--- config.mk ---
export PLATFORM = sky130hd
export DESIGN_NAME = cache_fill_fsm
export DESIGN_NICKNAME = d
export VERILOG_FILES = /design/src/rtl/cache_fill_fsm.sv
export SDC_FILE = /design/constraint.sdc
export NUM_CORES = 1
export LEC_CHECK = 0
export CORE_UTILIZATION = 38
export CTS_BUF_LIST = sky130_fd_sc_hd__clkbuf_8
export DETAILED_ROUTE_END_ITERATION = 8
export HOLD_SLACK_MARGIN = 0.03
export MAX_ROUTING_LAYER = met4
export PLACE_DENSITY_LB_ADDON = 0.15
export SLEW_MARGIN = 0
export SYNTH_ARGS = -nofsm -noshare
export SYNTH_HDL_FRONTEND = slang
export SYNTH_SLANG_ARGS = --single-unit
--- constraint.sdc ---
create_clock -name clk -period 1.7 [get_ports clk]
set_clock_uncertainty 0.05 [all_clocks]
set_input_delay 0.34 -clock clk [delete_from_list [all_inputs] [get_ports clk]]
set_output_delay 0.34 -clock clk [all_outputs]
set_load 0.005 [all_outputs]
--- src/rtl/cache_fill_fsm.sv ---
// Cache miss fill initiator: fetches the aligned block holding the miss address,
// one word read per cycle, steers returned words into the data array, then writes the tag.
module cache_fill_fsm #(
  parameter int unsigned ADDR_WIDTH  = 16,
  parameter int unsigned OFFSET_BITS = 3
) (
  input  logic                   clk,
  input  logic                   rst_n,
  input  logic                   miss_detected,
  input  logic [ADDR_WIDTH-1:0]  miss_address,
  input  logic                   memory_data_valid,
  input  logic [15:0]            memory_data,
  output logic                   fsm_busy,
  output logic                   memory_en,
  output logic                   memory_wr,
  output logic [ADDR_WIDTH-1:0]  memory_address,
  output logic                   write_data_array,
  output logic [OFFSET_BITS-1:0] cache_word_offset,
  output logic [15:0]            cache_data_out,
  output logic                   write_tag_array
);

  // Byte-offset bits within a block: word offset plus the byte-in-word bit.
  localparam int unsigned BlockBits = OFFSET_BITS + 1;

  typedef enum logic [0:0] {StIdle, StFill} state_e;

  state_e                 r_state;
  logic [OFFSET_BITS:0]   r_issue_cnt;
  logic [OFFSET_BITS-1:0] r_recv_cnt;
  logic [ADDR_WIDTH-1:0]  r_base;

  logic                   w_fill;
  logic                   w_issue;
  logic                   w_recv;
  logic                   w_last;
  logic [ADDR_WIDTH-1:0]  w_word_addr;

  assign w_fill  = (r_state == StFill);
  // The MSB of the issue counter marks that every word of the block has been requested.
  assign w_issue = w_fill && !r_issue_cnt[OFFSET_BITS];
  assign w_recv  = w_fill && memory_data_valid;
  assign w_last  = w_recv && (&r_recv_cnt);

  // Base is block aligned, so OR-ing in the word offset never carries.
  assign w_word_addr = r_base |
                       {{(ADDR_WIDTH-BlockBits){1'b0}}, r_issue_cnt[OFFSET_BITS-1:0], 1'b0};

  always_ff @(posedge clk or negedge rst_n) begin
    if (!rst_n) begin
      r_state     <= StIdle;
      r_issue_cnt <= '0;
      r_recv_cnt  <= '0;
      r_base      <= '0;
    end else begin
      case (r_state)
        StIdle: begin
          if (miss_detected) begin
            r_state     <= StFill;
            r_base      <= {miss_address[ADDR_WIDTH-1:BlockBits], {BlockBits{1'b0}}};
            r_issue_cnt <= '0;
            r_recv_cnt  <= '0;
          end
        end
        StFill: begin
          if (w_issue) begin
            r_issue_cnt <= r_issue_cnt + 1'b1;
          end
          if (w_recv) begin
            r_recv_cnt <= r_recv_cnt + 1'b1;
          end
          if (w_last) begin
            r_state <= StIdle;
          end
        end
        default: r_state <= StIdle;
      endcase
    end
  end

  assign fsm_busy          = w_fill;
  assign memory_en         = w_issue;
  assign memory_wr         = 1'b0;
  assign memory_address    = w_issue ? w_word_addr : '0;
  assign write_data_array  = w_recv;
  assign cache_word_offset = w_recv ? r_recv_cnt : '0;
  assign cache_data_out    = w_recv ? memory_data : '0;
  assign write_tag_array   = w_last;

endmodule

==> flow_metrics.tcl, run 1 <==
set metrics [dict create \
    status "complete, but fails checks" \
    violations "negative setup slack" \
    drive_gt1_share_pct 38.7 \
    grt_max_degree 21 \
    synthArstFlopShare_pct 100 \
    fin_ws_ps -172 \
    start_kind "flop" \
    ant_nets 0 \
    crit_path_end_kind "primary output" \
    n_fill_cell 225 \
    htreeDepth 1 \
    num_vias 1153 \
    cp_data_arrival_time_ps 1480 \
    cts.clk_slew.worst_paths_ps 70 \
    clock_sinks 20 \
    nets 240 \
    r2r-start "fsm_busy" \
    final_max_slew_viol_count 0 \
    drv_cap 0 \
    ir_worst_vdd_mv 0.765 \
    core.rowCount 20 \
    fin_crit_ps 1870 \
    p_total_w 0.00305 \
    die_x_um 58.2 \
    grt_pass1_wl_mm 5.20 \
    numCtsBuffers 3 \
    dieHeight_um 58.2 \
    synth_area_um2 1200 \
    post-route-util_pct 73.7 \
    grt_overflow 0 \
    synthCells 109 \
    setup_violations 20 \
    ys.flop_type "dfrtp_1" \
    synth_top_area_share_pct 41.7 \
    crit_path_start "fsm_busy" \
    first_pass_iters 4 \
    syn2layout_area_growth_pct 86.0 \
    core_um2 3030 \
    io_buffers 69 \
    boundaryPins 76 \
    cp.required_ps 1310 \
    synth_edf_count 0 \
    finalWirelength_mm 3.56 \
    worstSetupPathType "flop to primary output" \
    placed_area_um2 2010 \
    synth_seq_area_share_pct 41.7 \
    drc 0 \
    cts_max_path_buffers 2 \
    place.gp.congestion 0.737 \
    grt_use_total_pct 20.9 \
    yosys_warnings 0 \
    drt_iter0_drc 35 \
    via_per_inst 4.74 \
    wl_per_cell_um 14.7 \
    max_freq_ghz 0.534 \
    dpl.hpwl_mm 2.38 \
    avgSynthCellArea_um2 11.0 \
    p_per_area_nw_per_um2 1370 \
    start_util_pct 39.6 \
    synth.distinct_cells 27 \
    synth.ff_latch_count 20 \
    clk_latency_ps 250 \
    pre_cts_slack_ps -368 \
    finalCritPeriodShare_pct 110 \
    cts_tree "yes" \
    die_area_um2 3390 \
    first_global_vias 1168 \
    synth_top_cell_by_area "dfrtp_1" \
    final_cell_area_um2 2230 \
    antenna_found_initial 0 \
    grt_setup_unrepaired "true" \
    p_leak_nw 1.20 \
    min_path_type "primary input to async pin" \
    cp_max_fo 6 \
    root_buffer "clkbuf_8" \
    synth_area_leaders "dfrtp_1, mux2_4, and3_1" \
    n_antenna_cell 0 \
    final_hold_viol_count 0 \
]
## metal layers
layer / wire, µm / part of all wire (%) / up-vias / track usage (%)
met5: 0 / 0 / - / -
met4: 21 / 0.59 / 0 / 5.10
met3: 240 / 6.7 / 2 / 3.35
met2: 1920 / 54 / 52 / 39.9
met1: 1380 / 39 / 547 / 22.3
li1: - / - / 552 / -
## final timing paths
path / end / slack [ps] / cells past startpoint
setup / recovery: cache_data_out[11] / -170 / 3
hold / removal: r_base[12] / 400 / 2
setup reg to reg: r_issue_cnt[2] / 180 / 6
hold reg to reg: r_base[10] / 460 / 1
max in group asynchronous: fsm_busy / 960 / 2
min in group clk: r_base[10] / 460 / 1
## cell usage in the layout (no fill, tap or decap), types with 3 or more instances in the layout
cell type        count
and3_1              19
dlygate4sd2_1        6
buf_6               23
nand2b_1             6
o22ai_1              4
dlymetal6s2s_1      10
buf_2                5
clkdlybuf4s50_1     34
dfrtp_1             19
mux2i_1              3
mux2_4              10
clkbuf_8             3
and2_4              10
and2_1               6
buf_4               14
## state kept, by name, indices dropped and copies added (netlist names)
name and count:
r_base 12, r_issue_cnt 4, fsm_busy 1, r_recv_cnt 3
## synth_stat cells, types with 2 or more instances
cell type  number
clkbuf_1        3
mux2_2          2
nor2_1          2
mux2i_1         3
and2_1         16
mux2_4         10
dfrtp_1        20
ha_1            3
buf_2           4
buf_4           2
and3_1         20
o22ai_1         4
nand2b_1        6
## stage by stage
step	setup TNS, ps	hold slack (ps)	cells
final	-2050	403	243
after global routing	-2970	412	243
after CTS	-2750	395	240
after detailed placement	-7100	433	228
after global placement	-6410	432	228
after floorplan	0	-5.59	110
## layout make-up
class                           instances  area (µm²)  share of cell area [%]
Inverter                                1        3.75                   0.168
Sequential cell                        20         502                    22.5
Clock buffer                            3        41.3                    1.85
Timing Repair Buffer                   96         957                    42.9
Tap cell                               44        55.1                    2.47
Multi-Input combinational cell         79         673                    30.2
## worst max-delay path: stages (launching register included)
cell and delay [ps]:
dfrtp_2 430, buf_4 150, and3_1 160, clkdlybuf4s50_1 500
## kinds of logic after synthesis
kind of cell	share of synthesized area (%)
compound gates	4.48
buf+inv	5.84
flops	41.7
fa+ha+maj	3.13
simple gates	26.2
xor+xnor	1.46
other cells	0.313
mux	16.9
## power breakdown
part | internal (W) | switching [W] | leakage [nW]
Clock | 0.000157 | 0.000143 | 0.0216
Combinational | 0.00124 | 0.000625 | 0.942
Sequential | 0.000713 | 0.000176 | 0.238
Total | 0.00211 | 0.000944 | 1.20
## what timing repair did
action / 4_1_cts / 5_1_grt
cloned: 3 / 0
gates resized for setup: 105 / 25
pin swaps: 6 / 3
hold buffers: 0 / 0
endpoints found under the setup margin: 38 / 27
setup buffers: 6 / 3
No activity file was read; power rests on OpenSTA's default activity.
==> run 2, diff against run 1 <==
==> constraint.sdc (replaced) <==
create_clock -name clk -period 1.7 [get_ports clk]
set_clock_uncertainty 0.05 [all_clocks]
set_input_delay 0.255 -clock clk [delete_from_list [all_inputs] [get_ports clk]]
set_output_delay 0.255 -clock clk [all_outputs]
set_load 0.005 [all_outputs]
==> run 2 against run 1 <==
The flow now finishes without violations; flip-flop and latch count did not move; final area fell by 3.3%; sequential share of layout area increased by 0.76 points; clock power is 1% higher; first-iteration DRC count down 2.9%; global-route usage shrank 1.6 points; sequential power is 1% lower; routed wire length fell by 8.5%.
==> flow_metrics.tcl, run 2 (synthesis results as in run 1) <==
set metrics [dict create \
    cts_tree "yes" \
    drv_cap 0 \
    cts.clk_slew.worst_paths_ps 70 \
    largest_register_ff_count 12 \
    final_cell_mix "clkdlybuf4s50_1, dlymetal6s2s_1, and3_1" \
    max_freq_ghz 0.593 \
    numCtsBuffers 3 \
    rrSetupSlack_ps 340 \
    p_leak_nw 1.35 \
    gr-usage-met3_pct 3.57 \
    first_global_vias 1095 \
    grt_pass1_wl_mm 4.87 \
    grt_setup_unrepaired "true" \
    n_fill_cell 222 \
    via_per_inst 4.78 \
    fin_tns_setup_ps 0 \
    placed_area_um2 2010 \
    start_util_pct 39.6 \
    p_total_w 0.00272 \
    largest_registers "r_base: 12 flops, r_issue_cnt: 4 flops, r_recv_cnt: 3 flops" \
    cts_max_path_buffers 2 \
    largest_register "r_base" \
    final_common_cell "clkdlybuf4s50_1" \
    nets 232 \
    htreeDepth 1 \
    final_hold_viol_count 0 \
    ant_nets 0 \
    grt_max_degree 24 \
    finalWirelength_mm 3.26 \
    wl_per_cell_um 13.9 \
    fin_crit_ps 1690 \
    dieHeight_um 58.2 \
    p_per_area_nw_per_um2 1260 \
    min_path_type "primary input to async pin" \
    antenna_found_initial 0 \
    place.gp.congestion 0.702 \
    ir_worst_vdd_mv 0.727 \
    drt_iter0_drc 34 \
    start_kind "flop" \
    core_um2 3030 \
    cp.required_ps 1390 \
    crit_path_end_kind "primary output" \
    drive_gt1_share_pct 22.0 \
    grt.busiest_layer "met2" \
    die_area_um2 3390 \
    die_x_um 58.2 \
    clk_latency_ps 250 \
    dpl.hpwl_mm 2.37 \
    root_buffer "clkbuf_8" \
    status "complete, no violations" \
    n_antenna_cell 0 \
    final_max_slew_viol_count 0 \
    final_cell_area_um2 2160 \
    num_vias 1124 \
    setup_violations 0 \
    syn2layout_area_growth_pct 80.0 \
    finalCritPeriodShare_pct 99.2 \
    use_met1_pct 21.9 \
    io_buffers 69 \
    use_met2_pct 33.7 \
    grt_use_total_pct 19.3 \
    first_pass_iters 4 \
    cp_max_fo 4 \
    grt_overflow 0 \
    worstSetupPathType "flop to primary output" \
    clock_sinks 20 \
    boundaryPins 76 \
    cp_data_arrival_time_ps 1380 \
    core.rowCount 20 \
    drc 0 \
]
-- run 2: final cells by class --
class                   instances  area [µm²]  share of cell area, %
inverters                       1        3.75                  0.174
multi-input cells              79         643                   29.8
well taps                      44        55.1                   2.55
repair buffers                 88         915                   42.4
clock buffers                   3        41.3                   1.91
flip-flops and latches         20         502                   23.2
-- run 2: final timing paths --
check / endpoint / cells past startpoint / startpoint
worst max-delay path: memory_address[10] / 4 / fsm_busy
worst min-delay path: r_base[6] / 2 / rst_n
worst max register to register: r_base[4] / 4 / fsm_busy
worst min register to register: r_base[5] / 1 / r_base[5]
max in group asynchronous: fsm_busy / 2 / rst_n
min in group clk: r_base[5] / 1 / r_base[5]
-- run 2: through the flow --
step	setup WS [ps]	hold WS [ps]	util (%)	instances
after CTS	-166	311	67.6	232
after detailed placement	-168	437	66.3	228
after global routing	-32.9	331	71.3	235
final	13.2	300	71.3	235
after floorplan	422	-90.6	-	110
after global placement	-168	433	66.3	228
-- run 2: worst max-delay path, stage by stage, from the launching register on --
cell	delay [ps]
dfrtp_2	440
nor2b_4	150
buf_2	140
and2_1	150
dlygate4sd2_1	250
-- run 2: power by group --
group | switching [W] | leakage [nW] | internal (W) | total [W]
clock | 0.000147 | 0.0216 | 0.000157 | 0.000304
sequential | 0.000168 | 0.238 | 0.000713 | 0.000881
combinational | 0.000546 | 1.09 | 0.000994 | 0.00154
-- run 2: timing repair --
action	4_1_cts	5_1_grt
pin swaps	0	0
resized for setup	20	45
endpoints found under the setup margin	37	27
gates cloned	0	3
buffers inserted	1	0
hold buffers	0	0
-- run 2: metal layers --
layer | up-vias | share of wire, %
met5 | - | 0
met4 | 0 | 1.5
met3 | 6 | 8.1
met2 | 54 | 48
met1 | 524 | 42
li1 | 540 | -
==> run 3, diff against run 2 <==
--- a/config.mk
+++ b/config.mk
@@ -7,6 +7,7 @@
 export LEC_CHECK = 0
 export CORE_UTILIZATION = 38
 export CTS_BUF_LIST = sky130_fd_sc_hd__clkbuf_8
+export CTS_CLUSTER_DIAMETER = 200
 export DETAILED_ROUTE_END_ITERATION = 8
 export HOLD_SLACK_MARGIN = 0.03
 export MAX_ROUTING_LAYER = met4
==> results of run 3 <==
Final layout, timing and power as in run 2 (identical DEF).
